`src/rtl/butterfly_pkg.sv`:
```
// butterfly_pkg: shared widths, complex word type and fixed-point helpers for the FFT butterfly.
// Contents:
//   DATA_W_DEF, FRAC_W_DEF, WORD_W_DEF - default component width, twiddle fraction bits, packed width
//   ACC_W                              - working accumulator width for rounding and saturation
//   cplx_t                             - packed complex word {re, im}
//   pack / unpack_re / unpack_im       - build or split a default-width complex word
//   sat_to                             - clip a value into a signed dw-bit range
//   round_shift                        - round-half-up arithmetic right shift
package butterfly_pkg;
    localparam int DATA_W_DEF = 16;
    localparam int FRAC_W_DEF = 6;
    localparam int WORD_W_DEF = 2 * DATA_W_DEF;
    // Holds the widest S3 sum (2*DATA_W+2 bits), so DATA_W up to 31 is supported.
    localparam int ACC_W = 64;

    typedef struct packed {
        logic signed [DATA_W_DEF-1:0] re;
        logic signed [DATA_W_DEF-1:0] im;
    } cplx_t;

    typedef logic signed [ACC_W-1:0] acc_t;

    function automatic cplx_t pack(input logic signed [DATA_W_DEF-1:0] re_v, input logic signed [DATA_W_DEF-1:0] im_v);
        cplx_t c;
        c.re = re_v;
        c.im = im_v;
        return c;
    endfunction

    function automatic logic signed [DATA_W_DEF-1:0] unpack_re(input cplx_t c);
        return c.re;
    endfunction

    function automatic logic signed [DATA_W_DEF-1:0] unpack_im(input cplx_t c);
        return c.im;
    endfunction

    function automatic acc_t sat_to(input acc_t v, input int dw);
        acc_t hi;
        acc_t lo;
        hi = (acc_t'(1) <<< (dw - 1)) - acc_t'(1);
        lo = -hi - acc_t'(1);
        return (v > hi) ? hi : ((v < lo) ? lo : v);
    endfunction

    // Adding half an LSB before the floor shift rounds ties towards +infinity.
    function automatic acc_t round_shift(input acc_t s, input int sh);
        acc_t half;
        half = acc_t'(1) <<< (sh - 1);
        return (s + half) >>> sh;
    endfunction
endpackage

```
`src/rtl/butterfly_pipe_cmplx_mult.sv`:
```
// cmplx_mult: two-stage registered complex multiplier B*W (or B*conj(W)) with full-precision output.
// Ports:
//   clk, rst     - clock, asynchronous active-high reset
//   en           - stall enable; all registers hold when low
//   b, w         - operands {re, im}, DATA_W bits per component
//   conj         - use conj(W) for this operand pair
//   p_re, p_im   - full-precision product, 2*DATA_W+1 bits, two cycles after capture
module cmplx_mult
    import butterfly_pkg::*;
#(
    parameter int DATA_W = DATA_W_DEF,
    localparam int WORD_W = 2 * DATA_W,
    localparam int PW = 2 * DATA_W + 1
) (
    input  logic                 clk,
    input  logic                 rst,
    input  logic                 en,
    input  logic [WORD_W-1:0]    b,
    input  logic [WORD_W-1:0]    w,
    input  logic                 conj,
    output logic signed [PW-1:0] p_re,
    output logic signed [PW-1:0] p_im
);
    localparam logic signed [DATA_W-1:0] MIN_V = {1'b1, {(DATA_W-1){1'b0}}};
    localparam logic signed [DATA_W-1:0] MAX_V = ~MIN_V;

    logic signed [DATA_W-1:0] w_im_in;
    logic signed [DATA_W-1:0] w_im_neg;
    logic [WORD_W-1:0]        b1;
    logic [WORD_W-1:0]        w1;
    logic signed [DATA_W-1:0] b_re;
    logic signed [DATA_W-1:0] b_im;
    logic signed [DATA_W-1:0] w_re;
    logic signed [DATA_W-1:0] w_im;

    assign w_im_in  = w[DATA_W-1:0];
    // The most negative value has no positive twin, so its negation clips to the maximum.
    assign w_im_neg = (w_im_in == MIN_V) ? MAX_V : -w_im_in;

    assign b_re = b1[WORD_W-1:DATA_W];
    assign b_im = b1[DATA_W-1:0];
    assign w_re = w1[WORD_W-1:DATA_W];
    assign w_im = w1[DATA_W-1:0];

    always_ff @(posedge clk or posedge rst) begin
        if (rst) begin
            b1   <= '0;
            w1   <= '0;
            p_re <= '0;
            p_im <= '0;
        end else if (en) begin
            b1   <= b;
            w1   <= {w[WORD_W-1:DATA_W], conj ? w_im_neg : w_im_in};
            p_re <= PW'(b_re) * PW'(w_re) - PW'(b_im) * PW'(w_im);
            p_im <= PW'(b_re) * PW'(w_im) + PW'(b_im) * PW'(w_re);
        end
    end
endmodule

```
`src/rtl/butterfly_pipe.sv`:
```
// butterfly_pipe: three-stage radix-2 DIT butterfly X = A + B*W, Y = A - B*W with flow control.
// Ports:
//   i_CLK, i_RST          - clock, asynchronous active-high reset
//   i_valid, o_ready      - input handshake; o_ready is combinational from the output side
//   i_A, i_B, i_twiddle   - packed complex operands {re, im}
//   i_inverse, i_scale    - per-transaction conj(W) and divide-by-2 controls
//   o_valid, i_ready      - output handshake
//   o_X, o_Y              - registered, rounded and saturated results
//   o_ovf, i_clr_ovf      - sticky saturation flag and its synchronous clear
module butterfly_pipe
    import butterfly_pkg::*;
#(
    parameter int DATA_W = DATA_W_DEF,
    parameter int FRAC_W = FRAC_W_DEF,
    localparam int WORD_W = 2 * DATA_W
) (
    input  logic              i_CLK,
    input  logic              i_RST,
    input  logic              i_valid,
    output logic              o_ready,
    input  logic [WORD_W-1:0] i_A,
    input  logic [WORD_W-1:0] i_B,
    input  logic [WORD_W-1:0] i_twiddle,
    input  logic              i_inverse,
    input  logic              i_scale,
    output logic              o_valid,
    input  logic              i_ready,
    output logic [WORD_W-1:0] o_X,
    output logic [WORD_W-1:0] o_Y,
    output logic              o_ovf,
    input  logic              i_clr_ovf
);
    localparam int PW = 2 * DATA_W + 1;

    logic                 adv;
    logic                 v1;
    logic                 v2;
    logic [WORD_W-1:0]    a1;
    logic [WORD_W-1:0]    a2;
    logic                 sc1;
    logic                 sc2;
    logic signed [PW-1:0] p_re;
    logic signed [PW-1:0] p_im;
    acc_t                 a_re_s;
    acc_t                 a_im_s;
    acc_t                 pr_s;
    acc_t                 pi_s;
    acc_t                 s_v [4];
    acc_t                 r_v [4];
    acc_t                 c_v [4];
    logic                 clip;

    // The whole pipe moves as one: it advances whenever the output slot is free or being drained.
    assign adv     = ~o_valid | i_ready;
    assign o_ready = adv;

    always_ff @(posedge i_CLK or posedge i_RST) begin
        if (i_RST) begin
            v1      <= 1'b0;
            v2      <= 1'b0;
            o_valid <= 1'b0;
            a1      <= '0;
            a2      <= '0;
            sc1     <= 1'b0;
            sc2     <= 1'b0;
        end else if (adv) begin
            v1      <= i_valid;
            a1      <= i_A;
            sc1     <= i_scale;
            v2      <= v1;
            a2      <= a1;
            sc2     <= sc1;
            o_valid <= v2;
        end
    end

    cmplx_mult #(.DATA_W(DATA_W)) u_mult (
        .clk  (i_CLK),
        .rst  (i_RST),
        .en   (adv),
        .b    (i_B),
        .w    (i_twiddle),
        .conj (i_inverse),
        .p_re (p_re),
        .p_im (p_im)
    );

    // A is aligned to the product's binary point before the add/subtract.
    assign a_re_s = acc_t'($signed(a2[WORD_W-1:DATA_W])) <<< FRAC_W;
    assign a_im_s = acc_t'($signed(a2[DATA_W-1:0])) <<< FRAC_W;
    assign pr_s   = acc_t'(p_re);
    assign pi_s   = acc_t'(p_im);
    assign s_v[0] = a_re_s + pr_s;
    assign s_v[1] = a_im_s + pi_s;
    assign s_v[2] = a_re_s - pr_s;
    assign s_v[3] = a_im_s - pi_s;

    always_comb begin
        clip = 1'b0;
        for (int k = 0; k < 4; k++) begin
            r_v[k] = round_shift(s_v[k], sc2 ? FRAC_W + 1 : FRAC_W);
            c_v[k] = sat_to(r_v[k], DATA_W);
            clip   = clip | (c_v[k] != r_v[k]);
        end
    end

    always_ff @(posedge i_CLK or posedge i_RST) begin
        if (i_RST) begin
            o_X <= '0;
            o_Y <= '0;
        end else if (adv & v2) begin
            o_X <= {c_v[0][DATA_W-1:0], c_v[1][DATA_W-1:0]};
            o_Y <= {c_v[2][DATA_W-1:0], c_v[3][DATA_W-1:0]};
        end
    end

    // A new clip outranks a clear arriving in the same cycle.
    always_ff @(posedge i_CLK or posedge i_RST) begin
        if (i_RST)
            o_ovf <= 1'b0;
        else if (adv & v2 & clip)
            o_ovf <= 1'b1;
        else if (i_clr_ovf)
            o_ovf <= 1'b0;
    end
endmodule

```
`config.mk`:
```
export PLATFORM = sky130hd
export DESIGN_NAME = butterfly_pipe
export DESIGN_NICKNAME = d
export VERILOG_FILES = /design/src/rtl/butterfly_pkg.sv /design/src/rtl/butterfly_pipe_cmplx_mult.sv /design/src/rtl/butterfly_pipe.sv
export SDC_FILE = /design/constraint.sdc
export NUM_CORES = 2
export LEC_CHECK = 0
export CAP_MARGIN = 20
export CORE_UTILIZATION = 50
export CTS_BUF_LIST = sky130_fd_sc_hd__clkbuf_4 sky130_fd_sc_hd__clkbuf_8 sky130_fd_sc_hd__clkbuf_16
export CTS_CLUSTER_DIAMETER = 100
export DETAILED_ROUTE_END_ITERATION = 8
export GPL_TIMING_DRIVEN = 0
export PLACE_DENSITY_LB_ADDON = 0.15
export SYNTH_ARGS = -nofsm -noshare
export SYNTH_HDL_FRONTEND = slang
export SYNTH_SLANG_ARGS = --single-unit
```
`constraint.sdc`:
```
create_clock -name i_CLK -period 11.85 [get_ports i_CLK]
set_clock_uncertainty 0.15 [all_clocks]
set_input_delay 1.7775 -clock i_CLK [delete_from_list [all_inputs] [get_ports i_CLK]]
set_output_delay 1.7775 -clock i_CLK [all_outputs]
set_load 0.005 [all_outputs]
```
Word-level counts from Yosys, hierarchy flattened

Cells that the tools add are included.

Order comparisons: 8
$mul: 4
Shift operators: 5
Bitwise operators: 7
Equality and inequality tests: 5
$add $sub $neg: 12
Mux-type cells: 13
Reduce and logical (&&, ||, !) cells: 1

Operator list:

| cell                     | number |
|---|---|
| $mux W64                 | 8 |
| $add A34 B64 Y64         | 4 |
| $gt A64 B16 Y1 const B   | 4 |
| $lt A64 B16 Y1 const B   | 4 |
| $ne A64 B64 Y1           | 4 |
| $sshr A64 B32 Y64        | 3 |
| $mul A16 B16 Y32         | 4 |
| $add A22 B33 Y34         | 2 |
| $sub A22 B33 Y34         | 2 |
| $sshl A2 B32 Y64 const A | 1 |
| $sshr A64 B3 Y64         | 1 |
| $add A33 B33 Y33         | 1 |
| $sub A33 B33 Y33         | 1 |
| $mux W16                 | 2 |
| $eq A16 B16 Y1 const B   | 1 |
| $neg A16 Y16             | 1 |
| $or A1 B1 Y1             | 4 |
| $sub A3 B1 Y4 const B    | 1 |
| $mux W1                  | 3 |
| $and A1 B1 Y1            | 2 |
| $reduce_bool A2 Y1       | 1 |
| $not A1 Y1               | 1 |

Output and inout bits: 67
Bits of input ports: 103
Register bits: 264
Logic and storage cells: 69

Depth between registers and ports, before layout

Depth after elaboration: 14
Mapped depth: 37
Mapped depth without buffers: 36

Hierarchy

Synthesis repeated with hierarchy kept, for this count alone.

Cell total of the unflattened synthesis: 6780
Area total of the unflattened synthesis: 61179.9 sq um

By module, submodules not included:

| module         | instances | seq. area each (sq um) | area an instance (sq um) | cells an instance |
|---|---|---|---|---|
| cmplx_mult     | 1         | 3253.1                 | 45601.2                  | 4738 |
| butterfly_pipe | 1         | 3353.2                 | 15578.7                  | 2042 |

Worst setup path before layout

OpenSTA, ideal clock, no wires.

Path type: register to register
From: reg u_mult.w1[17]
To: reg u_mult.p_im[32]
Slack: 3.759 ns
Arrival time: 7.877 ns
Stages on the path, launching flop included: 32
Path buffers: 1
Path through: dfrtp_1 clkbuf_1 nand2_1 fa_1 inv_1 fa_1 inv_1 fa_1 fa_1 inv_1 fa_1 inv_1 fa_1 inv_1 ha_1 a21o_1 a21oi_1 o21ai_1 o31a_1 a211o_1 o41ai_1 xnor2_1 ha_1 or3_1 a211o_1 a311oi_1 o21ai_1 a21o_1 a211oi_1 o211ai_1 a21oi_1 a21o_1

Longest elaborated chain between the ends: 2

Ends and longest elaborated chain:

| what                   | RTL line                        | text |
|---|---|---|
| from (decl)            | butterfly_pipe_cmplx_mult.sv:30 | `logic [WORD_W-1:0] w1;` |
| from (signal assigned) | butterfly_pipe_cmplx_mult.sv:53 | `w1 <= {w[WORD_W-1:DATA_W], conj ? w_im_neg : w_im_in};` |
| $mul A16 B16 Y32       | butterfly_pipe_cmplx_mult.sv:55 | `p_im <= PW'(b_re) * PW'(w_im) + PW'(b_im) * PW'(w_re);` |
| $add A33 B33 Y33       | butterfly_pipe_cmplx_mult.sv:55 |  |
| to (signal assigned)   | butterfly_pipe_cmplx_mult.sv:55 |  |
| to (decl)              | butterfly_pipe_cmplx_mult.sv:22 | `output logic signed [PW-1:0] p_im` |

No other way between the ends.
A chain may end at the register's enable or synchronous reset.

Final worst setup path

From: reg u_mult.w1[8]
To: reg u_mult.p_im[32]

The elaborated chain is that of the path after synthesis.

==> summary.txt <==
Status
  – Status: finished clean

Detailed routing
  – WL/cell: 24.0 um
  – Met2 wire len: 93,400 um
  – Total wire length: 215,000 um
  – Routed Antenna Nets: 0
  – Mean number of vias per cell: 5.61
  – WL met1: 83,500 um
  – Vias post-DR: 50,228
  – Met3 WL post-DR: 19,300 um
  – Top routing layer in use: met5
  – Drt drc: 0
  – Initial DRC Count: 4,171
  – 1st-pass router iterations: 6

Clocking
  – Clk sinks: 264
  – Post-CTS setup buffer count: 0
  – TritonCTS clock tree: yes
  – Root buffer cell: clkbuf_16
  – # hold bufs at CTS: 0
  – H-tree depth: 2
  – Clock transition at the registers of the reported paths: 0.06 ns
  – Resized Gates After CTS: 0
  – Total CTS buffers: 37
  – Clock Latency Late Sink: 0.64 ns
  – Longest Clk Path Bufs: 3

Global route
  – Initial antenna violation count: 18
  – Number of global-route vias before repair: 51,643
  – First-pass GRT wire length: 323,000 um
  – Gr ovfl total: 0
  – Global Route Usage Sum: 35.9%
  – Pin count of the biggest net entering global routing: 112

Critical path
  – Worst endpoint required time: 12.26 ns
  – CP most frequent cell: fa_1
  – Reg-to-reg setup timing slack: 0.53 ns
  – Reg2reg end: u_mult.p_im[32]
  – Worst path slowest cell: clkbuf_1
  – Worst reg2reg path depth: 33
  – Beginning of the critical path: u_mult.w1[8]
  – FF-to-FF Start: u_mult.w1[8]
  – CP Capture Type: flip-flop
  – Crit-path max FO: 10
  – CP arrival: 11.73 ns
  – Worst Setup EP: u_mult.p_im[32]
  – CP Class: reg2reg
  – Critical Path Max Stage Delay: 0.96 ns
  – Worst setup SP type: flip-flop

Placement
  – HPWL after detailed placement: 179,000 um
  – PortBufs: 169
  – GPL Wtd Cong: 1.04
  – Inst Count DP: 8,876
  – Pre-CTS setup slack: 0.516 ns

Timing
  – Fin. Hold Viols: 0
  – Max Freq: 88.3 MHz
  – Final worst path period need: 11.32 ns
  – Fin crit share: 95.5%
  – Relative slew slack: 16.4%
  – RSZ-0062 raised after global routing: false
  – Worst Setup Slack, final: 0.530 ns
  – Final slew viol count: 0
  – Final setup fails: 0
  – Worst-margin pin slew: 1.25 ns

Synthesis
  – Mean Syn Cell Area: 8.60 um2
  – Post-synth top cells: 1,269 x inv_1, 1,193 x nand2_1, 1,056 x fa_1
  – Synthesized cell area: 60,900 um2
  – #FFs+latches synth: 264
  – EDFF count, synth: 0
  – Top cells by area, synth: fa_1 35%, ha_1 13%, dfrtp_1 11%
  – Yosys top cell by area: fa_1
  – Top_reg_cell synth: dfrtp_1
  – Synth top area share: 34.7%
  – Post-synth ARST share: 100%
  – Cells after Synth: 7,089
  – Cell variety after synth: 88
  – Seq/Total Area, Yosys: 10.8%
  – Net Count, Synth: 8,865
  – Yosys warning count: 0
  – Most frequent cell after synthesis: inv_1

Finish
  – Non-Filler Instances: 8,959
  – P&R area growth vs syn: 8.56%
  – Layout Nets: 9,083
  – Fraction of layout cells with a size suffix above 1: 1.79%

Flow run
  – Max Cap Viol: 0

Floorplanning
  – I/O pins: 170
  – Width of the die: 351 um
  – Initial Util: 50.6%
  – Die ar.: 123,000 um2
  – Chip Height: 351 um
  – Row count: 127
  – Area of the core: 120,000 um2

Min path
  – Min-delay worst type: reg2reg
placed cells by master (no fill, tap or decap), types with 198 or more instances in the layout:
cell type	instances
inv_1	1268
nand2_1	1193
fa_1	1056
ha_1	617
and2_1	408
a21oi_1	328
clkbuf_1	277
nor2_1	277
dfrtp_1	264
xnor2_1	198
logic make-up (layout without fill, tap and decap cells):
group,count (synthesis),after routing,share of synthesized area [%]
multiplexers,21,21,0.347
other,0,13,0
adder cells (fa/ha/maj),1673,1673,47.4
flip-flops,264,264,10.8
AO/OA/AOI/OAI,949,949,9.80
AND/OR/NAND/NOR,2304,2304,17.6
XOR/XNOR,307,307,4.41
buffers and inverters,1571,1816,9.68
critical path, delay by kind of cell, from the launching register on:
family / cells / cell delay (ns)
AOI/OAI and AO/OA: 16 / 4.02
DFF: 1 / 0.64
buffers and inverters: 5 / 1.40
adders and majority gates: 8 / 3.76
and+or+nand+nor: 4 / 1.25
metrics by stage:
stage,hold WS [ns],area [um2],TNS [ns],utilization (%)
finish,0.316,66200,0,54.9
floorplan,0.281,60900,0,-
global route,0.333,66100,0,54.9
CTS,0.316,66100,0,54.9
global placement,0.297,64600,-420.59,53.7
detailed placement,0.302,64800,0,53.8
area by class of cell:
cell class | instances | area [um2]
plain buffers | 302 | 1140
repair buffers | 179 | 1860
clock inverters | 18 | 235
diodes | 13 | 32.5
multi-input cells | 5254 | 48400
well taps | 1612 | 2020
clock buffers | 48 | 1050
fillers | 11417 | 54300
flip-flops and latches | 264 | 6610
inverters | 1269 | 4770
state kept, by name (all words and copies together) (netlist names):
register     count
u_mult.p_re     33
u_mult.p_im     33
u_mult.w1       32
a1              32
o_Y             32
o_X             32
u_mult.b1       32
o_ovf            1
sc2              1
v1               1
o_valid          1
sc1              1
v2               1
a2              32
worst min path at each step:
stage | startpoint | end | slack, ns | cells after the start
after floorplan | u_mult.p_im[0] | u_mult.p_im[0] | 0.28 | 2
after global placement | u_mult.p_im[4] | u_mult.p_im[4] | 0.30 | 2
after detailed placement | u_mult.p_im[0] | u_mult.p_im[0] | 0.30 | 2
after CTS | u_mult.p_im[0] | u_mult.p_im[0] | 0.32 | 2
after global routing | o_Y[22] | o_Y[22] | 0.33 | 2
final | a1[20] | a1[20] | 0.32 | 2
metal layers:
metal / GRT usage [%] / up-vias
li1: - / 22522
met1: 44.9 / 25020
met2: 55.6 / 2142
met3: 7.50 / 536
met4: 24.9 / 8
met5: 0 / -
Power is not shown: default switching activity piles up to over one toggle a cycle in this logic, so the estimate is an artifact.
